`src/rtl/alarm_bank_ctrl.sv`:
```
// alarm_bank_ctrl: bank of NUM_ALARMS alarm slots with button-driven editing,
// minute-tick matching, snooze and ring auto-dismiss.
// Handshake note: there are no valid/ready channels here; every btn_* input and
// min_tick is a single-cycle pulse that is acted on in the cycle it is high.
module alarm_bank_ctrl #(
  parameter int NUM_ALARMS        = 4,
  parameter int SNOOZE_MINS       = 9,
  parameter int RING_TIMEOUT_MINS = 5,
  localparam int IW = (NUM_ALARMS > 2) ? $clog2(NUM_ALARMS) : 1
) (
  input  logic                  clk,
  input  logic                  reset,
  input  logic                  btn_set,
  input  logic                  btn_sel,
  input  logic                  btn_inc_hours,
  input  logic                  btn_inc_mins,
  input  logic                  btn_toggle_en,
  input  logic                  btn_snooze,
  input  logic                  btn_dismiss,
  input  logic [7:0]            current_hours,
  input  logic [7:0]            current_mins,
  input  logic                  min_tick,
  output logic [IW-1:0]         sel_index,
  output logic [7:0]            alarm_hours,
  output logic [7:0]            alarm_mins,
  output logic [NUM_ALARMS-1:0] alarm_enabled,
  output logic                  editing,
  output logic                  alarm_ringing,
  output logic                  alarm_snoozed,
  output logic [IW-1:0]         ring_index
);

  typedef enum logic [2:0] {
    IDLE      = 3'd0,
    SET_HOURS = 3'd1,
    SET_MINS  = 3'd2,
    RINGING   = 3'd3,
    SNOOZED   = 3'd4
  } state_t;

  state_t                  state_q, state_d;
  logic [IW-1:0]           sel_q, sel_d;
  logic [IW-1:0]           ring_idx_q, ring_idx_d;
  logic [7:0]              hours_q [NUM_ALARMS];
  logic [7:0]              hours_d [NUM_ALARMS];
  logic [7:0]              mins_q  [NUM_ALARMS];
  logic [7:0]              mins_d  [NUM_ALARMS];
  logic [NUM_ALARMS-1:0]   en_q, en_d;
  logic [7:0]              snz_h_q, snz_h_d;
  logic [7:0]              snz_m_q, snz_m_d;
  logic [5:0]              ring_cnt_q, ring_cnt_d;

  logic                    match_any;
  logic [IW-1:0]           match_idx;
  logic [7:0]              tgt_h;
  logic [7:0]              tgt_m;
  logic [7:0]              sum_m;
  logic [5:0]              cnt_inc;

  // Find the lowest enabled slot whose time equals the current time.
  always_comb begin
    match_any = 1'b0;
    match_idx = '0;
    for (int i = NUM_ALARMS - 1; i >= 0; i--) begin
      if (en_q[i] && (hours_q[i] == current_hours) && (mins_q[i] == current_mins)) begin
        match_any = 1'b1;
        match_idx = IW'(i);
      end
    end
  end

  // Snooze target: current time plus SNOOZE_MINS, carrying into hours and wrapping at 24h.
  always_comb begin
    sum_m = current_mins + 8'(SNOOZE_MINS);
    tgt_h = current_hours;
    tgt_m = sum_m;
    if (sum_m >= 8'd60) begin
      tgt_m = sum_m - 8'd60;
      tgt_h = current_hours + 8'd1;
    end
    if (tgt_h >= 8'd24) tgt_h = 8'd0;
  end

  // Next-state and datapath updates; every register holds unless a case below changes it.
  always_comb begin
    state_d    = state_q;
    sel_d      = sel_q;
    ring_idx_d = ring_idx_q;
    hours_d    = hours_q;
    mins_d     = mins_q;
    en_d       = en_q;
    snz_h_d    = snz_h_q;
    snz_m_d    = snz_m_q;
    ring_cnt_d = ring_cnt_q;
    cnt_inc    = ring_cnt_q + 6'd1;

    case (state_q)
      IDLE: begin
        // A due alarm takes precedence over entering edit mode.
        if (min_tick && match_any) begin
          state_d    = RINGING;
          ring_idx_d = match_idx;
          ring_cnt_d = '0;
        end else if (btn_set) begin
          state_d = SET_HOURS;
        end
        if (btn_toggle_en) en_d[sel_q] = ~en_q[sel_q];
        if (btn_sel) sel_d = (sel_q == IW'(NUM_ALARMS - 1)) ? '0 : sel_q + 1'b1;
      end
      SET_HOURS: begin
        if (btn_inc_hours) begin
          hours_d[sel_q] = (hours_q[sel_q] >= 8'd23) ? 8'd0 : hours_q[sel_q] + 8'd1;
        end else if (btn_set) begin
          state_d = SET_MINS;
        end
      end
      SET_MINS: begin
        if (btn_inc_mins) begin
          mins_d[sel_q] = (mins_q[sel_q] >= 8'd59) ? 8'd0 : mins_q[sel_q] + 8'd1;
        end else if (btn_set) begin
          state_d     = IDLE;
          en_d[sel_q] = 1'b1;
        end
      end
      RINGING: begin
        if (btn_dismiss) begin
          state_d = IDLE;
        end else if (btn_snooze) begin
          state_d = SNOOZED;
          snz_h_d = tgt_h;
          snz_m_d = tgt_m;
        end else if (min_tick) begin
          ring_cnt_d = cnt_inc;
          if (cnt_inc >= 6'(RING_TIMEOUT_MINS)) state_d = IDLE;
        end
      end
      SNOOZED: begin
        if (btn_dismiss) begin
          state_d = IDLE;
        end else if (min_tick) begin
          if (match_any) begin
            state_d    = RINGING;
            ring_idx_d = match_idx;
            ring_cnt_d = '0;
          end else if ((current_hours == snz_h_q) && (current_mins == snz_m_q)) begin
            state_d    = RINGING;
            ring_cnt_d = '0;
          end
        end
      end
      default: state_d = IDLE;
    endcase
  end

  // State and storage registers with synchronous reset.
  always_ff @(posedge clk) begin
    if (reset) begin
      state_q    <= IDLE;
      sel_q      <= '0;
      ring_idx_q <= '0;
      en_q       <= '0;
      snz_h_q    <= '0;
      snz_m_q    <= '0;
      ring_cnt_q <= '0;
      for (int i = 0; i < NUM_ALARMS; i++) begin
        hours_q[i] <= '0;
        mins_q[i]  <= '0;
      end
    end else begin
      state_q    <= state_d;
      sel_q      <= sel_d;
      ring_idx_q <= ring_idx_d;
      en_q       <= en_d;
      snz_h_q    <= snz_h_d;
      snz_m_q    <= snz_m_d;
      ring_cnt_q <= ring_cnt_d;
      hours_q    <= hours_d;
      mins_q     <= mins_d;
    end
  end

  // Outputs decode directly from registered state; slot view follows sel_index.
  always_comb begin
    sel_index     = sel_q;
    ring_index    = ring_idx_q;
    alarm_hours   = hours_q[sel_q];
    alarm_mins    = mins_q[sel_q];
    alarm_enabled = en_q;
    editing       = (state_q == SET_HOURS) || (state_q == SET_MINS);
    alarm_ringing = (state_q == RINGING);
    alarm_snoozed = (state_q == SNOOZED);
  end

endmodule

```
`config.mk`:
```
export PLATFORM = sky130hd
export DESIGN_NAME = alarm_bank_ctrl
export DESIGN_NICKNAME = d
export VERILOG_FILES = /design/src/rtl/alarm_bank_ctrl.sv
export SDC_FILE = /design/constraint.sdc
export NUM_CORES = 1
export LEC_CHECK = 0
export CAP_MARGIN = 20
export CORE_ASPECT_RATIO = 1.4
export CORE_UTILIZATION = 50
export DETAILED_ROUTE_END_ITERATION = 16
export PLACE_DENSITY = 0.73
export SETUP_SLACK_MARGIN = 0.15
export SYNTH_ARGS = -nofsm -noshare
export SYNTH_HDL_FRONTEND = slang
export SYNTH_SLANG_ARGS = --single-unit
```
`constraint.sdc`:
```
create_clock -name clk -period 3.48 [get_ports clk]
set_clock_uncertainty 0.1 [all_clocks]
set_input_delay 1.044 -clock clk [delete_from_list [all_inputs] [get_ports clk]]
set_output_delay 1.044 -clock clk [all_outputs]
set_load 0.005 [all_outputs]
```
=== After elaboration in Yosys (flattened, before gate mapping) ===
Cells that the tools add are included.
W data, S select, Z words.

* Input bits: 26
* Bits in registers: 97
* Output and inout port bits: 27

* Order comparisons: 9
* Add/subtract/negate cells: 7
* Bitwise logic cells: 4
* Muxes and demuxes: 62
* Equal/unequal tests: 33
* Reduce and logical (&&, ||, !) cells: 25

{| class="wikitable"
|+ Operators by type and width
! operator !! number
|-
| $eq A8 B8 Y1 || 10
|-
| $mux W8 || 10
|-
| $bwmux W32 || 2
|-
| $mux W6 || 8
|-
| $mux W3 || 14
|-
| $bmux W8 S2 || 2
|-
| $add A8 B1 Y8 const B || 3
|-
| $ne A2 B2 Y1 const B || 11
|-
| $mux W2 || 9
|-
| $pmux W6 S3 || 1
|-
| $demux W8 S2 || 1
|-
| $ge A8 B5 Y1 const B || 2
|-
| $ge A8 B6 Y1 const B || 2
|-
| $pmux W3 S5 || 1
|-
| $logic_and A1 B1 Y1 || 12
|-
| $mux W4 || 3
|-
| $reduce_and A9 Y1 || 1
|-
| $add A8 B4 Y8 const B || 1
|-
| $pmux W4 S2 || 1
|-
| $reduce_and A8 Y1 || 1
|-
| $sub A8 B6 Y8 const B || 1
|-
| $add A6 B1 Y6 const B || 1
|-
| $eq A3 B2 Y1 const B || 2
|-
| $ge A6 B3 Y1 const B || 1
|-
| 30 further kinds || 40
|}

=== Longest topological paths before layout ===
* Depth after elaboration: 11
* Gate-level depth with buffers: 10
* Depth with buffers taken out: 9

=== Worst setup path after synthesis ===
No wires, ideal clock.

* Path kind: input-to-reg
* From: input current_mins[5]
* To: register ring_cnt_q[1]
* Setup slack: 0.137 ns
* Stages: 8
* Data required time: 3.310 ns
* Setup time: 0.070 ns
* Buffers on the path: 1
* Data arrival time: 3.173 ns
* Path through: clkbuf_1 > xor2_1 > or4_1 > or4_4 > o22ai_4 > nor3_2 > or3_1 > a21oi_1

* Cells in the longest elaborated chain, start to end: 10

{| class="wikitable"
|+ Ends and longest elaborated chain
! what !! line !! text
|-
| from (decl) || 21 || <nowiki>input logic [7:0] current_mins,</nowiki>
|-
| $eq A8 B8 Y1 || 65 || <nowiki>if (en_q[i] && (hours_q[i] == current_hours) && (mins_q[i] == current_mins)) begin</nowiki>
|-
| $logic_and A1 B1 Y1 || 65 ||
|-
| $mux W1 (4 in a row) || 65 ||
|-
| $mux W6 || 141 || <nowiki>if (match_any) begin</nowiki>
|-
| $mux W6 || 140 || <nowiki>end else if (min_tick) begin</nowiki>
|-
| $mux W6 || 138 || <nowiki>if (btn_dismiss) begin</nowiki>
|-
| $pmux W6 S3 || 97 || <nowiki>case (state_q)</nowiki>
|-
| to (signal assigned) || 176 || <nowiki>ring_cnt_q <= ring_cnt_d;</nowiki>
|-
| to (decl) || 51 || <nowiki>logic [5:0] ring_cnt_q, ring_cnt_d;</nowiki>
|}

Several ways; a longest one is shown, not always the timed one. The select of a mux whose other input is x is not followed.
A chain may end at the register's enable or synchronous reset.

=== Worst setup path after layout ===
* From: input current_hours[2]
* To: register ring_cnt_q[1]

* Cells in the longest elaborated chain, start to end: 11

{| class="wikitable"
|+ Ends and longest elaborated chain
! what !! line !! text
|-
| from (decl) || 20 || <nowiki>input logic [7:0] current_hours,</nowiki>
|-
| $eq A8 B8 Y1 || 65 ||
|-
| $logic_and A1 B1 Y1 (2 in a row) || 65 ||
|-
| $mux W1 (4 in a row) || 65 ||
|-
| $mux W6 || 141 ||
|-
| $mux W6 || 140 ||
|-
| $mux W6 || 138 ||
|-
| $pmux W6 S3 || 97 ||
|}

Several ways; a longest one is shown, not always the timed one. The select of a mux whose other input is x is not followed.

==> results.txt <==
Residual DRC -> 0
Hold Path End -> snz_h_q[4]
Hold path startpoint -> snz_h_q[4]
Reg2reg end -> mins_q[27]
Reg-to-Reg Start -> sel_index[1]
R2R setup slack -> 0.58 ns
Power per cell area -> 393 nW/um^2
CP peak stage delay -> 0.56 ns
Hold_buf cts -> 0
Clock buffer depth -> 2
Avg WL per Cell -> 19.0 microns
GR Util All Layers -> 30.4%
Slew @ Worst Pin -> 0.810 ns
Crit path kind -> in -> reg
Initial Utilization -> 51.5%
Post-Syn Nets -> 767
Post-synthesis sequential area ratio -> 31.9%
# setup viols final -> 0
Latest clock arrival within the worst-skew pair -> 0.35 ns
Storage element area -> 1940 sq um
FMAX -> 0.306 GHz
Fin crit period -> 3.27 ns
Clock Pin Slew Worst Setup and Hold Paths -> 0.06 ns
Final hold violations -> 0
# clock sinks -> 97
Inserted Diodes -> 0
Critical path's slowest cell -> or4_4
Synth-to-Final Area Change -> 22.1%
# rows -> 47
Cts bufs inserted -> 9
Share of cells above drive strength 1 -> 16.3%
Worst hold slack -> 0.359 ns
Core ar. -> 11800 sq um
Post-DP HPWL -> 14200 microns
Worst EP required -> 3.65 ns
Post-layout util -> 62.9%
#FFs+latches synth -> 97
Synth Instances -> 730
Multi-input gate area in the final layout -> 3910 sq um
FF-to-FF path depth -> 8
Largest cells by area after synthesis -> dfxtp_1 (32%), xor2_1 (11%), mux4_2 (6.3%)
Final-stage net count -> 856
GPL Wtd Cong -> 0.912
Final antenna-violating net count -> 0
Max VDD drop -> 0.246 mV
Die width -> 95.2 microns
Worst Path Arrival -> 3.44 ns
Status -> complete, no violations
Root buffer cell -> clkbuf_16
Buffers on Ports -> 52
Fill cells -> 1037
Crit end category -> flip-flop
I/O pins -> 53
Primary FF master, synth -> dfxtp_1
TritonCTS clock tree -> yes
Initial antenna violation count -> 0
GR Overflow Total -> 0
DIE AREA -> 12600 sq um
Synth top area share -> 31.9%
H-tree Lvls -> 3
Via density -> 5.98
Max_slew headroom -> 46.0%
Synthesized area per cell -> 8.34 sq um
Die height -> 133 microns
Critical path's most frequent cell -> or4_4
Initial DRC count -> 351
Via Count -> 5796
Number of flops mapped to enable cells by yosys -> 0
Slew Viols, Final -> 0
P_leak -> 2.92 nW
CP startpoint -> current_hours[2]
Total wire length -> 18500 microns
Synth cell types -> 69
Crit path cell chain -> dlygate4sd2_1 -> xor2_2 -> or4_4 -> or4_4 -> o22ai_4 -> nor3_2 -> or3_4 -> a21oi_2
Synth area leader -> dfxtp_1
RSZ-0062 raised after global routing -> false
Vias in the first global route -> 5831
First-pass GRT wire length -> 29100 microns
Pre-antenna DRT Iters -> 5
Post-Syn Area -> 6090 sq um
Synth async-reset ratio -> 0%
Setup TNS -> 0 ns
Crit share post-route -> 94.0%
Hold depth -> 2
Max-Cap Viols -> 0
Yosys Warn Count -> 0
Type of the worst min-delay path -> reg -> reg
Crit path max fanout -> 4
Worst setup SP type -> primary input
Largest net degree at the start of global routing -> 73
## where the power goes
| part | internal (mW) | switching, mW | total (mW) |
|---|---|---|---|
| clock network | 0.495 | 0.414 | 0.909 |
| logic | 0.351 | 0.467 | 0.819 |
| registers | 1.14 | 0.0514 | 1.19 |
| total | 1.99 | 0.933 | 2.92 |
## per-stage QoR
step | worst slack, ns | instances | power [mW] | cell area, sq um
floorplan | 0.173 | 730 | 1.72 | 6090
finish | 0.209 | 969 | 2.92 | 7430
detailed placement | -0.412 | 954 | 2.02 | 7110
CTS | 0.135 | 968 | 2.92 | 7390
global route | 0.0761 | 969 | 3.06 | 7430
global placement | -0.343 | 954 | 2.00 | 7110
## area by class of cell
class                           instances  share of cell area [%]
Multi-Input combinational cell        572                    52.6
Sequential cell                        97                    26.1
Timing Repair Buffer                  128                    14.8
Clock inverter                          3                   0.252
Clock buffer                           11                    3.27
Tap cell                              147                    2.47
Inverter                               11                   0.555
## state kept, by name, summed over array words and instances (netlist names)
signal,cells
snz_m_q,8
snz_h_q,8
mins_q,32
ring_index,2
sel_index,2
alarm_enabled,4
state_q,3
hours_q,32
ring_cnt_q,6
## critical path: cells and delay by family
| kind | cells | cell delay (ns) |
|---|---|---|
| and+or+nand+nor | 4 | 1.60 |
| buffers and inverters | 1 | 0.31 |
| xor gates and xnor gates | 1 | 0.18 |
| AOI/OAI and AO/OA | 2 | 0.31 |
## per-layer routing
layer / wire length, microns / up-vias / track usage (%) / part of all wire [%]
li1: - / 2766 / - / -
met1: 7340 / 2741 / 35.3 / 40
met2: 9170 / 218 / 50.2 / 50
met3: 824 / 71 / 3.79 / 4.5
met4: 1120 / 0 / 21.7 / 6.1
met5: 0 / - / 0 / 0
## worst max-delay path by stage
stage                          endpoint  slack (ns)  cells after the start
after global routing         snz_h_q[0]        0.08                     11
final                     ring_cnt_q[1]        0.21                      8
after global placement    ring_cnt_q[1]       -0.34                      8
after floorplan           ring_cnt_q[1]        0.17                      8
after CTS                 ring_cnt_q[1]        0.13                      8
after detailed placement  ring_cnt_q[1]       -0.41                      8
## timing repair
item                                   CTS  global route
endpoints found under the hold margin    0             0
gates resized for setup                 14            11
pin swaps                                3             4
buffers inserted                         0             1
setup endpoints to repair               18            16
cloned                                   0             0
## Yosys cell counts, drive strengths merged, types with 2 or more instances
cell,number
nand4,7
nor2,65
xor2,74
nor4bb,3
nand2,68
mux4,17
a311oi,4
o22ai,3
clkbuf,32
and3,17
xnor2,26
a31oi,4
o31ai,5
or4,6
or3,6
nand2b,4
nand4b,4
mux2i,4
and4,3
nor2b,5
nand3,38
o21a,2
or2b,4
dfxtp,97
inv,11
a211oi,6
buf,16
o21bai,2
nor4,18
ha,11
nor3,40
nand3b,3
a21oi,67
nand4bb,2
and3b,2
o211ai,4
and2,16
o21ai,16
or2,3
o2111ai,3
## cell families (layout without fill, tap and decap cells)
group	after synthesis	count (layout)	synth area share, %
multiplexers	21	21	6.95
XOR/XNOR	100	100	14.5
AO/OA/AOI/OAI	126	126	13.0
adder cells (fa/ha/maj)	11	11	2.26
flip-flops	97	97	31.9
AND/OR/NAND/NOR	314	314	26.6
buffers and inverters	61	153	4.83
## layout by cell type (no fill, tap or decap), types with 4 or more instances in the layout
| cell type | n |
|---|---|
| a211oi_1 | 6 |
| a21oi_1 | 66 |
| a311oi_1 | 4 |
| a31oi_1 | 4 |
| and2_1 | 15 |
| and3_1 | 16 |
| buf_4 | 75 |
| clkbuf_16 | 9 |
| clkdlybuf4s50_1 | 36 |
| dfxtp_1 | 97 |
| dlygate4sd2_1 | 8 |
| dlymetal6s2s_1 | 7 |
| ha_1 | 10 |
| inv_1 | 11 |
| mux2i_1 | 4 |
| mux4_2 | 17 |
| nand2_1 | 68 |
| nand2b_1 | 4 |
| nand3_1 | 38 |
| nand4_1 | 7 |
| nand4b_1 | 4 |
| nor2_1 | 65 |
| nor2b_1 | 5 |
| nor3_1 | 39 |
| nor4_1 | 16 |
| o211ai_1 | 4 |
| o21ai_0 | 8 |
| o21ai_1 | 8 |
| o31ai_1 | 4 |
| or3_1 | 4 |
| or4_4 | 5 |
| xnor2_1 | 26 |
| xor2_1 | 72 |
No activity file was read; power rests on OpenSTA's default activity.
